`src/rtl/datapath.sv`:
```
// Signed 16 x 16-bit register file with ADD/SUB/LOAD, a combinational overflow flag and a registered reg[0]>>>2 average.
// Optional build macro DATAPATH_SAT_EN: overflowing ADD/SUB results clamp to 0x7FFF/0x8000 instead of wrapping.
module datapath (
    input  logic        clk,
    input  logic        nReset,
    input  logic [1:0]  op,
    input  logic [3:0]  src1,
    input  logic [3:0]  src2,
    input  logic [3:0]  dest,
    input  logic [15:0] ext_data,
    output logic        V,
    output logic [15:0] avg_out
);
    typedef enum logic [1:0] {
        OP_NOP  = 2'b00,
        OP_LOAD = 2'b01,
        OP_ADD  = 2'b10,
        OP_SUB  = 2'b11
    } op_t;

    logic [15:0] r_regs [16];
    logic [15:0] r_avg;

    logic [15:0] w_a;
    logic [15:0] w_b;
    logic [16:0] w_sum;
    logic [16:0] w_diff;
    logic        w_add_ovf;
    logic        w_sub_ovf;
    logic        w_ovf;
    logic        w_wr_en;
    logic [15:0] w_wr_data;
    logic [15:0] w_arith;
    op_t         w_op;

    assign w_op = op_t'(op);
    assign w_a  = r_regs[src1];
    assign w_b  = r_regs[src2];

    assign w_sum  = {w_a[15], w_a} + {w_b[15], w_b};
    assign w_diff = {w_a[15], w_a} - {w_b[15], w_b};

    // Overflow only when the operand signs allow it and the result sign disagrees with src1.
    assign w_add_ovf = (w_a[15] == w_b[15]) && (w_sum[15]  != w_a[15]);
    assign w_sub_ovf = (w_a[15] != w_b[15]) && (w_diff[15] != w_a[15]);

    always_comb begin
        w_wr_en   = 1'b0;
        w_ovf     = 1'b0;
        w_arith   = w_sum[15:0];
        w_wr_data = ext_data;
        unique case (w_op)
            OP_NOP: begin
                w_wr_en = 1'b0;
            end
            OP_LOAD: begin
                w_wr_en   = 1'b1;
                w_wr_data = ext_data;
            end
            OP_ADD: begin
                w_wr_en = 1'b1;
                w_ovf   = w_add_ovf;
                w_arith = w_sum[15:0];
            end
            OP_SUB: begin
                w_wr_en = 1'b1;
                w_ovf   = w_sub_ovf;
                w_arith = w_diff[15:0];
            end
            default: begin
                w_wr_en = 1'b0;
            end
        endcase
        if ((w_op == OP_ADD) || (w_op == OP_SUB)) begin
`ifdef DATAPATH_SAT_EN
            // For both ADD and SUB, overflow direction follows the sign of src1.
            if (w_ovf) begin
                w_wr_data = w_a[15] ? 16'h8000 : 16'h7FFF;
            end else begin
                w_wr_data = w_arith;
            end
`else
            w_wr_data = w_arith;
`endif
        end
    end

    assign V = w_ovf;

    always_ff @(posedge clk or negedge nReset) begin
        if (!nReset) begin
            for (int i = 0; i < 16; i++) begin
                r_regs[i] <= 16'h0000;
            end
        end else if (w_wr_en) begin
            r_regs[dest] <= w_wr_data;
        end
    end

    // Updated from the write data itself so it moves on the same edge as reg[0].
    always_ff @(posedge clk or negedge nReset) begin
        if (!nReset) begin
            r_avg <= 16'h0000;
        end else if (w_wr_en && (dest == 4'd0)) begin
            r_avg <= {{2{w_wr_data[15]}}, w_wr_data[15:2]};
        end
    end

    assign avg_out = r_avg;

endmodule

```
`config.mk`:
```
export PLATFORM = sky130hd
export DESIGN_NAME = datapath
export DESIGN_NICKNAME = d
export VERILOG_FILES = /design/src/rtl/datapath.sv
export SDC_FILE = /design/constraint.sdc
export NUM_CORES = 1
export LEC_CHECK = 0
export ABC_AREA = 1
export BUFFER_PORTS_ARGS = -buffer_cell sky130_fd_sc_hd__buf_2
export CAP_MARGIN = 40
export CORE_ASPECT_RATIO = 1.2
export CORE_UTILIZATION = 25
export DETAILED_ROUTE_END_ITERATION = 8
export PLACE_DENSITY = 0.45
export SKIP_CTS_REPAIR_TIMING = 1
export SLEW_MARGIN = 15
export SYNTH_ARGS = -nofsm -noshare
export SYNTH_HDL_FRONTEND = slang
export SYNTH_SLANG_ARGS = --single-unit
```
`constraint.sdc`:
```
create_clock -name clk -period 8.3 [get_ports clk]
set_input_delay 1.66 -clock clk [delete_from_list [all_inputs] [get_ports clk]]
set_output_delay 1.66 -clock clk [all_outputs]
set_load 0.005 [all_outputs]
```
======== After elaboration in Yosys (flattened, before gate mapping) ========
Index checks and enable logic that the tools add are counted.
operators by class
  add/sub/neg operators ................... 2
  reductions and logical operators ........ 8
  mux-type cells .......................... 13
  magnitude comparators ................... 4
  equality and inequality tests ........... 7
  bitwise logic cells ..................... 3
operator list
  operator                                                                      count
  256-bit bitwise mux                                                           1
  16-bit binary-select mux with 4-bit select                                    2
  16-bit 2-to-1 mux                                                             7
  16-bit demux with 4-bit select                                                1
  16-bit adder                                                                  1
  16-bit subtractor                                                             1
  5-bit greater-or-equal comparator, second input constant                      3
  4-bit NOT with 5-bit output                                                   3
  5-bit by 1-bit less-than comparator with 1-bit output, second input constant  1
  2-bit == test, second input constant                                          2
  1-bit logical AND                                                             4
  4-bit logical NOT                                                             1
  1-bit one-hot mux with 2 select lines                                         2
  1-bit != test                                                                 3
  3-bit OR reduction                                                            1
  2-bit by 1-bit == test with 1-bit output, second input constant               1
  2-bit logical NOT                                                             1
  1-bit == test                                                                 1
  1-bit logical OR                                                              1
storage, ports and cells
  input port bits ......................... 32
  output and inout bits ................... 17
  register bits after elaboration ......... 270
  logic and storage cells ................. 54

======== Depth between registers and ports, before layout ========
  word-level depth ........................ 8
  mapped depth ............................ 28
  mapped depth without buffers ............ 24

======== Worst setup path before layout ========
Ideal clock, no wire load.
  path kind ............................... input to output
  start ................................... input src1[0]
  end ..................................... output V
  stages .................................. 21
  arrival time ............................ 4.097 ns
  buffers on the path ..................... 5
  setup slack ............................. 2.543 ns
  cells stage by stage .................... buf_4 buf_4 buf_2 clkbuf_1 a21oi_1 o221ai_1 o21ai_0 ha_1 buf_2 inv_2 nand2_2 inv_1 nand2_1 inv_1 a21oi_2 nand2_1 o21ai_0 nand2_1 nand2_1 nand2_1 nor2_1
on the way
  longest elaborated chain between the ends .. 8
  elaborated cells on any way between the ends .. 13
  those cells by class .................... add/sub (2); eq/ne (4); mux (4); bitwise (1); reduce/logical (2)
RTL lines
  element                                                   line    source
  start: declaration                                        7       input logic [3:0] src1,
  4-bit NOT with 5-bit output (not written as such) *       37      assign w_a = r_regs[src1];
  16-bit binary-select mux with 4-bit select *              37
  16-bit 2-to-1 mux (not written as such) * (2 in series)   37
  16-bit subtractor / 16-bit adder (equally long branches)  41, 40
  1-bit != test, on equally long branches                   45, 44
  1-bit logical AND, on equally long branches               45, 44
  1-bit one-hot mux with 2 select lines *                   52      unique case (w_op)
  end: declaration                                          11      output logic V,
Every way passes the cells marked *; elsewhere a longest branch is shown, timed or not. The select of a mux whose other input is x is not followed.

======== Worst setup path after layout ========
  start ................................... input src1[1]
  end ..................................... output V
Same word-level chain as after synthesis.

==> insert_results.sql <==
INSERT INTO impl_metrics (metric_group, metric, value, unit) VALUES
('drt', 'viasPerCell', '5.13', ''),
('worst_setup_path', 'timing.critical_path.to', 'V', ''),
('worst_setup_path', 'critPathMaxFanout', '26', ''),
('sta', 'final_clock_period_utilization_by_the_worst_path', '83.0', '%'),
('sta', 'finalMaxSlewViolations', '0', ''),
('status', 'outcome', 'finished clean', ''),
('layout', 'sequential_cell_area', '6410', 'um^2'),
('yosys', 'ys_seq_area_share', '38.4', '%'),
('clock_network', 'max-clock-path-buffers', '3', ''),
('die', 'fp.dieW', '238', 'um'),
('layout', 'num-nets-final', '2417', ''),
('yosys', 'synthesis.nets', '2477', ''),
('yosys', 'post_synth_main_area_contributors', 'sky130_fd_sc_hd__dfrtp_1 38%, sky130_fd_sc_hd__nand2_1 15%, sky130_fd_sc_hd__o21ai_0 13%, sky130_fd_sc_hd__nand3_1 6.0%, sky130_fd_sc_hd__a21oi_1 4.5%', ''),
('sta', 'period_minus_slack', '6890', 'ps'),
('yosys', 'ys_top_cells_by_count', '663 x sky130_fd_sc_hd__nand2_1, 417 x sky130_fd_sc_hd__o21ai_0, 256 x sky130_fd_sc_hd__dfrtp_1', ''),
('yosys', 'post-synth-top-count-cell', 'sky130_fd_sc_hd__nand2_1', ''),
('clock_network', 'clkLatencyLatePin', '590', 'ps'),
('clock_network', 'cts_num_sinks', '256', ''),
('power', 'p_per_area', '257', 'nW/um^2'),
('clock_network', 'cts_htree_levels', '1', ''),
('layout', 'antenna_cells', '0', ''),
('clock_network', 'clock_tree.root_cell', 'sky130_fd_sc_hd__clkbuf_16', ''),
('sta', 'tns', '0', 'ps'),
('worst_setup_path', 'worst-endpoint-required', '6640', 'ps'),
('layout', 'syn_to_final_growth', '11.9', '%'),
('sta', 'timing.max_slew.rel_slack', '28.9', '%'),
('sta', 'setup_viol', '0', ''),
('yosys', 'synth_largest_area_cell', 'sky130_fd_sc_hd__dfrtp_1', ''),
('die', 'floorplan.initialDensity', '25.3', '%'),
('drt', 'drt_iter0_markers', '1809', ''),
('worst_setup_path', 'startpoint_type', 'input pin', ''),
('yosys', 'edff_count_synth', '0', ''),
('global_route', 'via_count_of_the_first_global_routing_pass', '16300', ''),
('place', 'hpwl_after_dpl', '46000', 'um'),
('worst_setup_path', 'critical_path.startpoint', 'src1[1]', ''),
('clock_network', 'numCtsBuffers', '29', ''),
('yosys', 'dominantRegCellSynth', 'sky130_fd_sc_hd__dfrtp_1', ''),
('drt', 'routed_wl', '71100', 'um'),
('drt', 'detailroute.via_count', '16800', ''),
('global_route', 'grt_max_degree', '170', ''),
('die', 'row_count', '103', ''),
('clock_network', 'cts.reportedPaths.clkPinSlew', '60', 'ps'),
('global_route', 'grt-ovfl-total', '0', ''),
('global_route', 'groute.usage.overall', '20.8', '%'),
('layout', 'layout.cells.non_filler', '3268', ''),
('min_path', 'worst_hold_startpoint', 'r_regs[75]$_DFFE_PN0P_', ''),
('sta', 'skew', '17.4', 'ps'),
('drt', 'first_pass_iters', '5', ''),
('place', 'gpl.final_weighted_congestion', '0.876', ''),
('yosys', 'synth_seq_cells', '256', ''),
('worst_setup_path', 'timing.reg2reg.worst_path_depth', '18', ''),
('yosys', 'syn-cell-area', '16700', 'um^2'),
('drt', 'drt_drc_violations_left', '0', ''),
('min_path', 'holdCritPathClass', 'reg -> reg', ''),
('yosys', 'postSynthAreaPerCell', '6.91', 'um^2'),
('power', 'total_leakage_power', '8.84', 'nW'),
('sta', 'timing.fmax', '145', 'MHz'),
('sta', 'grt_setup_unrepaired', 'false', ''),
('yosys', 'netlist-cell-type-count', '41', ''),
('place', 'dp_cells', '3214', ''),
('die', 'design.core.area', '65900', 'um^2'),
('clock_network', 'cts_tree', 'yes', ''),
('place', 'port_buffers', '48', ''),
('sta', 'final.hold.worst_slack', '480', 'ps'),
('worst_setup_path', 'critPathKind', 'in -> out', ''),
('yosys', 'warnings_synthesis', '0', ''),
('die', 'die_ar', '67700', 'um^2'),
('place', 'placement_stage_worst_setup_slack', '1340', 'ps'),
('worst_setup_path', 'worstPathArrival', '5230', 'ps'),
('die', 'floorplan.io_pins', '49', ''),
('layout', 'drive_gt1_share', '9.01', '%');
[state kept, by name, summed over array words and instances, names as in the netlist]
signal   flops
r_regs     243
avg_out     13
[worst max-delay path, cell delays in order]
cell and delay [ps]:
sky130_fd_sc_hd__buf_2 320, sky130_fd_sc_hd__inv_2 360, sky130_fd_sc_hd__buf_4 330, sky130_fd_sc_hd__o21ai_0 110, sky130_fd_sc_hd__o21ai_0 120, sky130_fd_sc_hd__o221ai_1 250, sky130_fd_sc_hd__nand2_1 190, sky130_fd_sc_hd__ha_1 500
sky130_fd_sc_hd__inv_1 110, sky130_fd_sc_hd__a21oi_1 230, sky130_fd_sc_hd__nand2_1 120, sky130_fd_sc_hd__a21oi_2 150, sky130_fd_sc_hd__nand2_1 110, sky130_fd_sc_hd__o21ai_0 180, sky130_fd_sc_hd__nand2_1 70, sky130_fd_sc_hd__nand2_1 60
sky130_fd_sc_hd__nand2_1 40, sky130_fd_sc_hd__nor2_1 150, sky130_fd_sc_hd__buf_2 140
[worst min path at each step]
stage,endpoint,slack (ps),cells after the start
4_1_cts,r_regs[204]$_DFFE_PN0P_,480,2
6_report,r_regs[75]$_DFFE_PN0P_,480,2
3_5_place_dp,r_regs[75]$_DFFE_PN0P_,470,2
3_3_place_gp,r_regs[239]$_DFFE_PN0P_,460,2
2_1_floorplan,r_regs[172]$_DFFE_PN0P_,450,2
5_1_grt,r_regs[204]$_DFFE_PN0P_,490,2
[stage by stage]
step / util [%] / area [um^2] / power (W)
final: 28.3 / 18600 / 0.00480
after global routing: 28.3 / 18600 / 0.00512
after CTS: 28.3 / 18600 / 0.00482
after detailed placement: 26.7 / 17600 / 0.00337
after global placement: 26.4 / 17400 / 0.00335
after floorplan: - / 16700 / 0.00290
[metal layers]
layer	part of all wire, %	wire (um)	vias to the layer above	global-route usage, %
met4	4.7	3350	0	9.95
met3	5.4	3860	152	2.07
met5	0	0	-	0
met2	48	33800	639	35.1
li1	-	-	7829	-
met1	42	30000	8132	26.6
[layout make-up]
type | instances | area share (%)
clock inverters | 15 | 1.13
repair buffers | 103 | 4.59
flip-flops and latches | 256 | 34.4
inverters | 184 | 3.73
multi-input cells | 1779 | 45.7
clock buffers | 39 | 4.47
well taps | 892 | 5.98
[report_power, final]
| group | total [W] | switching [W] | leakage (nW) | internal, W |
|---|---|---|---|---|
| Clock | 0.00143 | 0.000573 | 0.518 | 0.000858 |
| Sequential | 0.00186 | 0.000254 | 3.22 | 0.00160 |
| Combinational | 0.00151 | 0.00102 | 5.11 | 0.000489 |
[placed cells by master (no fill, tap or decap), types with 6 or more instances in the layout]
master / netlist / layout
sky130_fd_sc_hd__nor2_1: 158 / 158
sky130_fd_sc_hd__nand3_2: 10 / 10
sky130_fd_sc_hd__inv_2: 12 / 14
sky130_fd_sc_hd__clkbuf_8: 0 / 7
sky130_fd_sc_hd__nand2_2: 9 / 9
sky130_fd_sc_hd__nand2_1: 663 / 663
sky130_fd_sc_hd__buf_8: 1 / 6
sky130_fd_sc_hd__o221ai_1: 44 / 44
sky130_fd_sc_hd__inv_1: 168 / 167
sky130_fd_sc_hd__nor3_1: 11 / 11
sky130_fd_sc_hd__nor2_2: 6 / 6
sky130_fd_sc_hd__clkinv_2: 0 / 7
sky130_fd_sc_hd__nand3_1: 201 / 201
sky130_fd_sc_hd__o21ai_1: 17 / 17
sky130_fd_sc_hd__xor2_1: 9 / 9
sky130_fd_sc_hd__or2_2: 7 / 7
sky130_fd_sc_hd__clkbuf_16: 0 / 29
sky130_fd_sc_hd__buf_4: 32 / 43
sky130_fd_sc_hd__dfrtp_1: 256 / 256
sky130_fd_sc_hd__ha_1: 30 / 30
sky130_fd_sc_hd__o22ai_1: 18 / 18
sky130_fd_sc_hd__o21ai_0: 417 / 417
sky130_fd_sc_hd__a21oi_1: 149 / 149
sky130_fd_sc_hd__buf_2: 47 / 45
[cell families after synthesis]
group / after synthesis / synth area share, %
XOR/XNOR: 9 / 0.473
flip-flops: 256 / 38.4
buffers and inverters: 378 / 10.4
AO/OA/AOI/OAI: 661 / 21.4
adder cells (fa/ha/maj): 32 / 2.49
AND/OR/NAND/NOR: 1077 / 26.8
Power figures use the tool's default switching activity.
